[config.mk]
export PLATFORM = sky130hd
export DESIGN_NAME = multicycle_ctrl
export DESIGN_NICKNAME = d
export VERILOG_FILES = /design/src/rtl/cpu_ctrl_pkg.sv /design/src/rtl/multicycle_ctrl_mem_wait_timer.sv /design/src/rtl/multicycle_ctrl.sv
export SDC_FILE = /design/constraint.sdc
export NUM_CORES = 1
export LEC_CHECK = 0
export ABC_AREA = 0
export CORE_ASPECT_RATIO = 0.9
export CORE_UTILIZATION = 44
export CTS_CLUSTER_DIAMETER = 30
export DETAILED_ROUTE_END_ITERATION = 6
export GPL_TIMING_DRIVEN = 0
export PLACE_DENSITY = 0.76
export SLEW_MARGIN = 15
export SYNTH_ARGS = -nofsm -noshare
export SYNTH_HDL_FRONTEND = slang
export SYNTH_SLANG_ARGS = --single-unit
[constraint.sdc]
create_clock -name clk -period 2.4 [get_ports clk]
set_input_delay 0.6 -clock clk [delete_from_list [all_inputs] [get_ports clk]]
set_output_delay 0.6 -clock clk [all_outputs]
set_load 0.1 [all_outputs]
[src/rtl/cpu_ctrl_pkg.sv]
// Shared encodings for the multi-cycle core control path.
// Opcodes, ALU op codes and mux selects used by the control FSM and ALU decoder.
package cpu_ctrl_pkg;

    typedef enum logic [3:0] {
        S_FETCH    = 4'd0,
        S_DECODE   = 4'd1,
        S_MEM_ADR  = 4'd2,
        S_MEM_RD   = 4'd3,
        S_MEM_WB   = 4'd4,
        S_MEM_WR   = 4'd5,
        S_RTYPE_EX = 4'd6,
        S_RTYPE_WB = 4'd7,
        S_ADDI_EX  = 4'd8,
        S_ADDI_WB  = 4'd9,
        S_BRANCH   = 4'd10,
        S_JUMP     = 4'd11
    } state_t;

    localparam logic [5:0] OP_RTYPE = 6'b000000;
    localparam logic [5:0] OP_LW    = 6'b100011;
    localparam logic [5:0] OP_SW    = 6'b101011;
    localparam logic [5:0] OP_BEQ   = 6'b000100;
    localparam logic [5:0] OP_ADDIU = 6'b001001;
    localparam logic [5:0] OP_J     = 6'b000010;

    localparam logic [1:0] ALUOP_ADD   = 2'b00;
    localparam logic [1:0] ALUOP_SUB   = 2'b01;
    localparam logic [1:0] ALUOP_FUNCT = 2'b10;

    localparam logic [1:0] ALUB_RT     = 2'b00;
    localparam logic [1:0] ALUB_FOUR   = 2'b01;
    localparam logic [1:0] ALUB_IMM    = 2'b10;
    localparam logic [1:0] ALUB_IMM_SH = 2'b11;

    localparam logic [1:0] PCSRC_ALU    = 2'b00;
    localparam logic [1:0] PCSRC_ALUOUT = 2'b01;
    localparam logic [1:0] PCSRC_JUMP   = 2'b10;

endpackage

[src/rtl/multicycle_ctrl_mem_wait_timer.sv]
// Memory wait counter; flags a timeout on the last allowed wait cycle.
// Restarts itself after firing so a stuck fetch retries with a fresh budget.
module mem_wait_timer #(
    parameter int MAX_WAIT = 255,
    parameter int WAIT_W   = 8
) (
    input  logic clk,
    input  logic rst,
    input  logic clear,
    input  logic waiting,
    output logic timeout
);

    localparam logic [WAIT_W-1:0] LIMIT = WAIT_W'(MAX_WAIT - 1);

    logic [WAIT_W-1:0] cnt;

    assign timeout = waiting && (cnt == LIMIT);

    always_ff @(posedge clk) begin
        if (!rst || clear || timeout) begin
            cnt <= '0;
        end else if (waiting) begin
            cnt <= cnt + WAIT_W'(1);
        end
    end

endmodule

[src/rtl/multicycle_ctrl.sv]
// Main control FSM of the multi-cycle MIPS-subset core.
// Moore outputs per state, with mem_ready-qualified fetch strobes and timeout.
module multicycle_ctrl
    import cpu_ctrl_pkg::*;
#(
    parameter int MAX_WAIT = 255,
    parameter int WAIT_W   = 8
) (
    input  logic       clk,
    input  logic       rst,
    input  logic [5:0] opcode,
    input  logic       zero,
    input  logic       mem_ready,
    output logic       pc_write,
    output logic       pc_write_cond,
    output logic [1:0] pc_source,
    output logic       i_or_d,
    output logic       mem_read,
    output logic       mem_write,
    output logic       ir_write,
    output logic       mem_to_reg,
    output logic       reg_write,
    output logic       reg_dst,
    output logic       alu_src_a,
    output logic [1:0] alu_src_b,
    output logic [1:0] alu_ct_op,
    output logic       instr_done,
    output logic       illegal_op,
    output logic       bus_err
);

    state_t state;
    state_t next;
    logic   waiting;
    logic   clear;
    logic   timeout;
    logic   unused_zero;

    // The branch decision is taken in the datapath via pc_write_cond.
    assign unused_zero = zero;

    assign waiting = rst && !mem_ready &&
                     (state == S_FETCH || state == S_MEM_RD ||
                      state == S_MEM_WR);
    assign clear = mem_ready || (next != state);

    mem_wait_timer #(
        .MAX_WAIT(MAX_WAIT),
        .WAIT_W  (WAIT_W)
    ) u_timer (
        .clk    (clk),
        .rst    (rst),
        .clear  (clear),
        .waiting(waiting),
        .timeout(timeout)
    );

    always_comb begin
        next          = S_FETCH;
        pc_write      = 1'b0;
        pc_write_cond = 1'b0;
        pc_source     = PCSRC_ALU;
        i_or_d        = 1'b0;
        mem_read      = 1'b0;
        mem_write     = 1'b0;
        ir_write      = 1'b0;
        mem_to_reg    = 1'b0;
        reg_write     = 1'b0;
        reg_dst       = 1'b0;
        alu_src_a     = 1'b0;
        alu_src_b     = ALUB_RT;
        alu_ct_op     = ALUOP_ADD;
        instr_done    = 1'b0;
        illegal_op    = 1'b0;
        bus_err       = 1'b0;
        if (rst) begin
            case (state)
                S_FETCH: begin
                    mem_read  = 1'b1;
                    alu_src_b = ALUB_FOUR;
                    ir_write  = mem_ready;
                    pc_write  = mem_ready;
                    next      = mem_ready ? S_DECODE : S_FETCH;
                end
                S_DECODE: begin
                    alu_src_b = ALUB_IMM_SH;
                    case (opcode)
                        OP_RTYPE:     next = S_RTYPE_EX;
                        OP_LW, OP_SW: next = S_MEM_ADR;
                        OP_BEQ:       next = S_BRANCH;
                        OP_ADDIU:     next = S_ADDI_EX;
                        OP_J:         next = S_JUMP;
                        default: begin
                            illegal_op = 1'b1;
                            instr_done = 1'b1;
                        end
                    endcase
                end
                S_MEM_ADR: begin
                    alu_src_a = 1'b1;
                    alu_src_b = ALUB_IMM;
                    next      = (opcode == OP_SW) ? S_MEM_WR : S_MEM_RD;
                end
                S_MEM_RD: begin
                    mem_read = 1'b1;
                    i_or_d   = 1'b1;
                    next     = mem_ready ? S_MEM_WB : S_MEM_RD;
                end
                S_MEM_WB: begin
                    reg_write  = 1'b1;
                    mem_to_reg = 1'b1;
                    instr_done = 1'b1;
                end
                S_MEM_WR: begin
                    mem_write  = 1'b1;
                    i_or_d     = 1'b1;
                    instr_done = mem_ready;
                    next       = mem_ready ? S_FETCH : S_MEM_WR;
                end
                S_RTYPE_EX: begin
                    alu_src_a = 1'b1;
                    alu_ct_op = ALUOP_FUNCT;
                    next      = S_RTYPE_WB;
                end
                S_RTYPE_WB: begin
                    reg_write  = 1'b1;
                    reg_dst    = 1'b1;
                    instr_done = 1'b1;
                end
                S_ADDI_EX: begin
                    alu_src_a = 1'b1;
                    alu_src_b = ALUB_IMM;
                    next      = S_ADDI_WB;
                end
                S_ADDI_WB: begin
                    reg_write  = 1'b1;
                    instr_done = 1'b1;
                end
                S_BRANCH: begin
                    alu_src_a     = 1'b1;
                    alu_ct_op     = ALUOP_SUB;
                    pc_write_cond = 1'b1;
                    pc_source     = PCSRC_ALUOUT;
                    instr_done    = 1'b1;
                end
                S_JUMP: begin
                    pc_write   = 1'b1;
                    pc_source  = PCSRC_JUMP;
                    instr_done = 1'b1;
                end
                default: next = S_FETCH;
            endcase
            // Abandon the access: report it and restart from fetch.
            if (timeout) begin
                bus_err    = 1'b1;
                instr_done = 1'b1;
                ir_write   = 1'b0;
                pc_write   = 1'b0;
                reg_write  = 1'b0;
                next       = S_FETCH;
            end
        end
    end

    always_ff @(posedge clk) begin
        if (!rst) begin
            state <= S_FETCH;
        end else begin
            state <= next;
        end
    end

endmodule

==> out/results.txt, run 1 <==
Final setup viols = 3
largest net degree at the start of global routing = 11
most common cell after layout, fill and taps aside = buf_4
Area Growth Syn to Fin = 75.98%
Critical path destination = instr_done
TritonCTS clock tree = yes
max-slew violations = 0
Fin. Hold Viols = 0
Die Y-Extent = 51.08 µm
Root Buffer = clkbuf_4
fin worst setup slack = -193.8 ps
Cell Count, Final, Fillers Out = 234
internal power = 405.0 µW
die area = 2887 µm²
share of power burned in the clock network = 24.8%
1st-pass router iterations = 4
WP data arrival = 1990 ps
failing checks = setup timing
Flop pwr share = 31.4%
antenna-violating nets left = 0
IO buf count = 26
worst path bufs/invs = 2
drt via density = 6.120
Final nets = 219
register bit total from synthesis = 12
Leakage = 0.0007596 µW
vias in the first global route = 1348
PwrDens = 324.1 nW/µm²
routed length on met2 = 2122 µm
commonest non-fill, non-tap cells in the layout = 24 x buf_4, 11 x nand2_1, 9 x nor2_1, 8 x buf_12, 8 x dfxtp_1
top post-synthesis cells by area = dfxtp_1 20%, nor2_1 5.4%, nor2b_1 4.8%
WL/cell = 18.16 µm
later-pin clock latency in the skew report = 280 ps
wl on met1 = 1835 µm
RSZ-0062 raised after global routing = true
Routed WL = 4250 µm
Max IR drop VDD = 0.5252 mV
Layout fillers = 154
Die Wd = 56.53 µm
Final period util = 108.1%
CTS H-Tree Depth = 1
Slew @ Worst Pin = 678.3 ps
yosys warns = 0
I/O Pins = 29
Yosys top cell area share = 20.40%
relative slew slack = 54.50%
f_max = 385.5 MHz
total CTS buffers = 3
Crit. End Element = primary output
Logic pwr share = 43.8%
post-route minimum period = 2594 ps
Clk pin slew, worst setup/hold paths = 80 ps
register area = 252.7 µm²
met3 WL = 199 µm
skew final = 6.045 ps
Post-synth EDFFs = 0
sequential share of the synthesized area = 20.40%
Levels on crit path = 6
via count = 1432
top routing layer in use = met4
Async SR Flop Fraction = 0%
Reg2Reg Depth = 11
CP Cell Sequence = clkbuf_16 -> nand2b_2 -> o21ai_0 -> a211oi_1 -> or3_4 -> buf_12
Tot GR Track Use = 30.48%
Setup CP Type = reg2out
CP peak stage delay = 410 ps
first-pass GRT wire length = 6775 µm
critical path's top delay family = simple AND/OR/NAND/NOR gates
Critical Path Slowest Stage Cell = or3_4
Initial Utilization = 47.31%
Max Cap Viol = 0
worst setup path start = state[1]
crit path max fanout = 6
post-synthesis net count = 171
Placed Cells = 213
status = finished with violations
post-route DRC violation count = 0
ys flop type = dfxtp_1
Sw Share = 39.69%
number of distinct library cells after synthesis = 48
Core Area = 2489 µm²
hold path cells = 2
Mapped Area = 1177 µm²
Final Wtd Congestion = 0.8534
post-synth top area cell = dfxtp_1
reg2reg end = u_timer.cnt[1]
r2r startpoint = state[3]
setup slack, reg-to-reg = 80 ps
gr ovfl total = 0
Worst Hold Class = reg2reg
Avg Inst Size Synth = 7.405 µm²
CTS Sinks = 12
Hold Crit Start = u_timer.cnt[6]
crit start category = flip-flop
Switch Pwr = 266.5 µW
row count = 17
Max Root-Sink Buffers = 2
layout cells sized above 1 = 51.46%
1st-iter DRT viols = 52
Ant. Diodes = 0
gate count of the mapped netlist = 159
Tot Pwr = 671.5 µW
DPL Wire Length = 2697 µm
antenna violations before repair = 0
worst endpoint required time = 1800 ps
area of the multi-input gates = 1111 µm²
Yosys cell counts (4+ instances only):
cell,n
nor2b_1,9
dfxtp_1,12
clkbuf_1,7
xor2_1,4
nor2_1,17
nor4b_1,4
nand4_1,5
nand2_1,13
o21ai_0,7
and2_1,4
nor3_1,8
a21oi_1,5
xnor2_1,5
inv_1,7
worst min-delay path by stage:
stage / end / slack (ps)
final: u_timer.cnt[6] / 540
after global routing: u_timer.cnt[6] / 580
after CTS: u_timer.cnt[6] / 550
after detailed placement: u_timer.cnt[6] / 530
after global placement: u_timer.cnt[6] / 500
after floorplan: u_timer.cnt[6] / 490
cells by family (layout without fill, tap and decap cells):
family,count (synthesis),after routing,share of synthesized area (%)
AO/OA/AOI/OAI,32,32,22.74
AND/OR/NAND/NOR,84,84,40.17
flip-flops,12,12,20.40
buffers and inverters,20,67,7.864
XOR/XNOR,9,9,6.695
adder cells (fa/ha/maj),2,2,2.125
worst reg2reg max path: stages, from the launching register on:
cell and delay (ps):
dfxtp_2 350, or3b_4 420, a2111oi_4 210, nand4_1 230, clkinvlp_4 160, buf_6 120
buf_6 100, buf_6 90, nor3_2 40, a32o_2 260, o21ai_4 130, a211oi_2 80
flip-flops by register name (all words and copies together) (netlist names):
signal / cells
state: 4
u_timer.cnt: 8
power groups by stage:
stage	registers (µW)	logic (µW)	clock network, µW
2_1_floorplan	212	199	0
3_3_place_gp	214	251	0
3_5_place_dp	214	256	0
4_1_cts	210	278	165
5_1_grt	212	308	176
6_report	211	294	167
layout make-up:
cell class / count / area share, %
buffer: 11 / 8.031
clock buffer: 4 / 1.751
inverter: 7 / 1.449
multi-input combinational: 127 / 53.62
sequential: 12 / 12.20
tap: 28 / 1.691
timing repair buffer: 45 / 21.26
layer usage:
layer,vias to the layer above,track usage (%)
li1,669,-
met1,697,38.79
met2,52,52.55
met3,14,7.342
met4,0,6.098
met5,-,0
timing repair:
action,4_1_cts,5_1_grt
gates resized for setup,174,22
endpoints found under the setup margin,27,23
buffers inserted,16,4
pin swaps,9,13
hold buffers,0,0
through the flow:
| step | cell area, µm² | worst slack, ps | utilization, % | hold WS [ps] | setup TNS (ps) |
|---|---|---|---|---|---|
| after floorplan | 1444 | -687.8 | - | 487.4 | -3067 |
| after global placement | 1739 | -1784 | 69.88 | 499.9 | -25090 |
| after detailed placement | 1739 | -1809 | 69.88 | 527.3 | -25560 |
| after CTS | 1987 | -313.4 | 79.84 | 548.4 | -638.0 |
| after global routing | 2072 | -253.0 | 83.26 | 578.3 | -632.7 |
| final | 2072 | -193.8 | 83.26 | 537.7 | -442.3 |
(Power assumes the default switching activity.)
==> run 2: changes to the inputs <==
- CELL_PAD_IN_SITES_DETAIL_PLACEMENT: not set -> 2
- CELL_PAD_IN_SITES_GLOBAL_PLACEMENT: not set -> 2
- CORE_UTILIZATION: 44 -> 24
- PLACE_DENSITY: 0.76 -> 0.75
==> run 2 against run 1 <==
  * The flow still finishes with violations (setup timing)
  * Sequential cell count is the same
  * Maximum frequency fell by 2.5%
  * Final cell count is 17% higher
  * Wire length up 27%
  * Worst hold slack better by 19 ps
  * Critical path depth increased by 1
  * Via count decreased by 0.70%
  * Register-to-register slack worse by 150 ps
  * Critical endpoint unchanged
  * Largest cell class unchanged
  * Largest power group unchanged
==> out/results.txt, run 2 (synthesized netlist as in run 1, its figures left out) <==
Final Wtd Congestion = 0.8421 (was 0.8534)
fin worst setup slack = -259.4 ps (was -193.8 ps)
total CTS buffers = 3 (unchanged)
relative slew slack = 58.98% (was 54.50%)
skew final = 5.382 ps (was 6.045 ps)
DPL Wire Length = 3600 µm (was 2697 µm)
WL/cell = 19.83 µm (was 18.16 µm)
Tot Pwr = 757.1 µW (was 671.5 µW)
Leakage = 0.0008123 µW (was 0.0007596 µW)
Core Area = 4576 µm² (was 2489 µm²)
Layout fillers = 463 (was 154)
Clk pin slew, worst setup/hold paths = 50 ps (was 80 ps)
antenna violations before repair = 0 (unchanged)
Die Y-Extent = 68.45 µm (was 51.08 µm)
crit start category = input pin (was flip-flop)
worst endpoint required time = 1800 ps (about the same)
gr ovfl total = 0 (unchanged)
setup slack, reg-to-reg = -70 ps (was 80 ps)
Slew @ Worst Pin = 611.5 ps (was 678.3 ps)
WP data arrival = 2060 ps (was 1990 ps)
CTS Sinks = 12 (unchanged)
RSZ-0062 raised after global routing = true (unchanged)
post-route DRC violation count = 0 (unchanged)
Final period util = 110.8% (was 108.1%)
Fin. Hold Viols = 0 (unchanged)
Final nets = 224 (was 219)
largest register by flop count = u_timer.cnt (unchanged)
Max Cap Viol = 0 (unchanged)
Routed WL = 5414 µm (was 4250 µm)
commonest non-fill, non-tap cells in the layout = 30 x buf_4, 11 x nand2_1, 10 x buf_6, 9 x buf_12, 9 x dfxtp_1 (was 24 x buf_4, 11 x nand2_1, 9 x nor2_1, 8 x buf_12, 8 x dfxtp_1)
area of the multi-input gates = 1135 µm² (was 1111 µm²)
1st-pass router iterations = 4 (unchanged)
later-pin clock latency in the skew report = 250 ps (was 280 ps)
Tot GR Track Use = 20.17% (was 30.48%)
Max IR drop VDD = 0.2910 mV (was 0.5252 mV)
most common cell after layout, fill and taps aside = buf_4 (unchanged)
register area = 246.5 µm² (was 252.7 µm²)
first-pass GRT wire length = 7521 µm (was 6775 µm)
GRT met1 Usage = 25.22% (was 38.79%)
Crit. End Element = primary output (unchanged)
largest registers = u_timer.cnt x8, state x4 (unchanged)
vias in the first global route = 1432 (was 1348)
gr busiest metal = met2 (unchanged)
Die Wd = 75.83 µm (was 56.53 µm)
row count = 23 (was 17)
Max Root-Sink Buffers = 2 (unchanged)
Worst Hold Class = reg2reg (unchanged)
Ant. Diodes = 0 (unchanged)
post-route minimum period = 2659 ps (was 2594 ps)
Initial Utilization = 25.73% (was 47.31%)
routing usage on met3 = 3.829% (was 7.342%)
I/O Pins = 29 (unchanged)
largest net degree at the start of global routing = 11 (unchanged)
Post-DP Area = 1782 µm² (was 1739 µm²)
Setup CP Type = in2out (was reg2out)
CTS H-Tree Depth = 1 (unchanged)
IO buf count = 26 (unchanged)
met2 Resource Use GR = 35.18% (was 52.55%)
max-slew violations = 0 (unchanged)
drt via density = 5.209 (was 6.120)
PwrDens = 339.4 nW/µm² (was 324.1 nW/µm²)
max reg flops = 8 (unchanged)
Root Buffer = clkbuf_8 (was clkbuf_4)
status = finished with violations (unchanged)
antenna-violating nets left = 0 (unchanged)
Final setup viols = 11 (was 3)
1st-iter DRT viols = 32 (was 52)
f_max = 376.0 MHz (was 385.5 MHz)
failing checks = setup timing (unchanged)
layout cells sized above 1 = 54.50% (was 51.46%)
design area = 2231 µm² (was 2072 µm²)
Area Growth Syn to Fin = 89.48% (was 75.98%)
TritonCTS clock tree = yes (unchanged)
crit path max fanout = 4 (was 6)
die area = 5190 µm² (was 2887 µm²)
via count = 1422 (was 1432)
[run 2: layout make-up]
class | count | area share (%)
Timing Repair Buffer | 49 | 22.43
Tap cell | 62 | 3.477
Inverter | 7 | 1.346
Multi-Input combinational cell | 127 | 50.87
Buffer | 12 | 8.357
Clock buffer | 4 | 2.468
Sequential cell | 12 | 11.05
[run 2: where the power goes]
group	internal, µW	switching (µW)	total (µW)
combinational	124	196	321
clock	145	79.6	225
sequential	203	8.51	212
total	473	285	757
[run 2: timing repair]
action / in CTS / in global routing
setup buffers: 10 / 13
gates cloned: 0 / 0
pin swaps: 13 / 11
resized for setup: 178 / 31
hold buffers: 0 / 0
setup endpoints to repair: 27 / 23
[run 2: path summary, 6_finish.rpt]
kind | startpoint | cells after the start | endpoint
worst min register to register | u_timer.cnt[1] | 2 | u_timer.cnt[1]
worst min-delay path | u_timer.cnt[1] | 2 | u_timer.cnt[1]
worst max-delay path | rst | 7 | instr_done
worst max register to register | state[3] | 13 | u_timer.cnt[1]
[run 2: per-layer routing]
| metal | vias to the layer above | wire, µm |
|---|---|---|
| li1 | 676 | - |
| met1 | 709 | 2313 |
| met2 | 30 | 2897 |
| met3 | 7 | 142 |
| met4 | 0 | 60 |
| met5 | - | 0 |
[run 2: worst max-delay path, cell delays in order]
cell and delay (ps):
buf_8 90, or3b_4 400, a2111oi_4 260, nand4_1 250
clkinvlp_4 170, or3_4 130, buf_12 160
[run 2: metrics by stage]
stage	utilization, %	setup WS [ps]	setup TNS (ps)	cells	hold slack, ps
after floorplan	-	-687.8	-3067	159	487.4
after global placement	38.94	-1815	-25040	247	501.7
after detailed placement	38.94	-1866	-27060	247	550.6
after CTS	44.71	-406.1	-1309	261	559.8
after global routing	48.76	-337.4	-1876	273	602.7
final	48.76	-259.4	-831.7	273	556.6
==> run 3: changes to the inputs <==
- SKIP_LAST_GASP: not set -> 1
- TNS_END_PERCENT: not set -> 30
==> run 3 against run 2 <==
  * The run still ends with setup timing left
  * Worst hold slack worse by 33 ps
  * Die area unchanged
  * Cell area down 11%
  * Non-clock buffer count down 7
  * Critical path depth unchanged
  * Final cell count down 2.6%
  * Critical path type unchanged
  * Critical endpoint unchanged
  * Largest cell class unchanged
  * Highest routed layer unchanged
==> out/results.txt, run 3 (synthesized netlist as in run 1, its figures left out) <==
first-pass GRT wire length = 7272 µm (was 7521 µm)
design area = 1996 µm² (was 2231 µm²)
WP data arrival = 2120 ps (was 2060 ps)
gr ovfl total = 0 (unchanged)
via count = 1382 (was 1422)
Final nets = 217 (was 224)
Final Wtd Congestion = 0.7409 (was 0.8421)
1st-pass router iterations = 4 (unchanged)
Worst Hold Class = reg2reg (unchanged)
Die Y-Extent = 68.45 µm (unchanged)
CTS H-Tree Depth = 1 (unchanged)
vias in the first global route = 1406 (was 1432)
Crit. End Element = primary output (unchanged)
largest register by flop count = u_timer.cnt (unchanged)
fin worst setup slack = -315.2 ps (was -259.4 ps)
fin util = 43.61% (was 48.76%)
largest registers = u_timer.cnt x8, state x4 (unchanged)
antenna violations before repair = 0 (unchanged)
worst endpoint required time = 1800 ps (about the same)
Final setup viols = 19 (was 11)
Leakage = 0.0007190 µW (was 0.0008123 µW)
max-slew violations = 0 (unchanged)
crit start category = input pin (unchanged)
WL/cell = 17.88 µm (was 19.83 µm)
Max Cap Viol = 0 (unchanged)
layout cells sized above 1 = 45.59% (was 54.50%)
Fin. Hold Viols = 0 (unchanged)
Ant. Diodes = 0 (unchanged)
Die Wd = 75.83 µm (unchanged)
post-route DRC violation count = 0 (unchanged)
relative slew slack = 61.23% (was 58.98%)
I/O Pins = 29 (unchanged)
max reg flops = 8 (unchanged)
Initial Utilization = 25.73% (unchanged)
Root Buffer = clkbuf_8 (unchanged)
IO buf count = 26 (unchanged)
CTS Sinks = 12 (unchanged)
largest net degree at the start of global routing = 11 (unchanged)
f_max = 368.3 MHz (was 376.0 MHz)
Tot GR Track Use = 19.14% (was 20.17%)
commonest non-fill, non-tap cells in the layout = 20 x buf_4, 11 x nor2_1, 11 x nand2_1, 10 x dfxtp_1 (was 30 x buf_4, 11 x nand2_1, 10 x buf_6, 9 x buf_12, 9 x dfxtp_1)
post-route minimum period = 2715 ps (was 2659 ps)
Max Root-Sink Buffers = 2 (unchanged)
antenna-violating nets left = 0 (unchanged)
Area Growth Syn to Fin = 69.50% (was 89.48%)
Final period util = 113.1% (was 110.8%)
Layout fillers = 480 (was 463)
Core Area = 4576 µm² (unchanged)
Tot Pwr = 711.8 µW (was 757.1 µW)
TritonCTS clock tree = yes (unchanged)
PwrDens = 356.7 nW/µm² (was 339.4 nW/µm²)
Slew @ Worst Pin = 578.1 ps (was 611.5 ps)
skew final = 2.773 ps (was 5.382 ps)
1st-iter DRT viols = 53 (was 32)
Routed WL = 4755 µm (was 5414 µm)
DPL Wire Length = 3373 µm (was 3600 µm)
RSZ-0062 raised after global routing = true (unchanged)
total CTS buffers = 3 (unchanged)
row count = 23 (unchanged)
Max IR drop VDD = 0.3156 mV (was 0.2910 mV)
Post-DP Area = 1734 µm² (was 1782 µm²)
failing checks = setup timing (unchanged)
later-pin clock latency in the skew report = 240 ps (was 250 ps)
# hold bufs at CTS = 0 (unchanged)
status = finished with violations (unchanged)
Setup CP Type = in2out (unchanged)
Clk pin slew, worst setup/hold paths = 50 ps (about the same)
crit path max fanout = 3 (was 4)
most common cell after layout, fill and taps aside = buf_4 (unchanged)
drt via density = 5.195 (was 5.209)
die area = 5190 µm² (unchanged)
run 3: area by class of cell:
cell class,instances,area (µm²),area share [%]
Buffer,13,176.4,8.840
Clock buffer,4,55.05,2.759
Inverter,7,30.03,1.505
Multi-Input combinational cell,127,1027,51.47
Sequential cell,12,242.7,12.16
Tap cell,62,77.57,3.887
Timing Repair Buffer,41,386.6,19.37
run 3: through the flow:
| step | instances | setup TNS (ps) | hold WS (ps) | setup slack, ps |
|---|---|---|---|---|
| finish | 266 | -1944 | 523.7 | -315.2 |
| floorplan | 159 | -4980 | 472.2 | -687.8 |
| global route | 266 | -3929 | 564.5 | -403.8 |
| detailed placement | 247 | -25980 | 528.5 | -1859 |
| global placement | 247 | -25130 | 490.3 | -1805 |
| CTS | 259 | -5134 | 542.9 | -428.3 |
run 3: where the power goes:
group | total, µW | internal (µW) | switching, µW
Sequential | 211 | 204 | 7.30
Clock | 222 | 145 | 77.2
Combinational | 278 | 98.2 | 180
run 3: critical path: stages:
cell	delay [ps]
buf_12	100
or3b_4	400
a2111oi_4	250
nand4_1	260
clkinvlp_4	180
or3_4	140
buf_12	160
run 3: final timing paths:
kind / startpoint / end / slack (ps) / cells after the start
setup / recovery: mem_ready / instr_done / -320 / 7
hold / removal: u_timer.cnt[6] / u_timer.cnt[6] / 520 / 2
setup reg to reg: state[3] / u_timer.cnt[1] / -10 / 10
hold reg to reg: u_timer.cnt[6] / u_timer.cnt[6] / 520 / 2
run 3: timing repair:
action                                  CTS  global route
buffers inserted                          8             7
gates resized for setup                 128            22
pin swaps                                 7             4
gates cloned                              0             0
endpoints found under the setup margin   27            26
run 3: layer usage:
metal	vias to the layer above	part of all wire, %	track usage, %
li1	664	-	-
met1	693	44	22.83
met2	21	53	35.29
met3	4	2.0	2.209
met4	0	1.1	6.250
met5	-	0	0
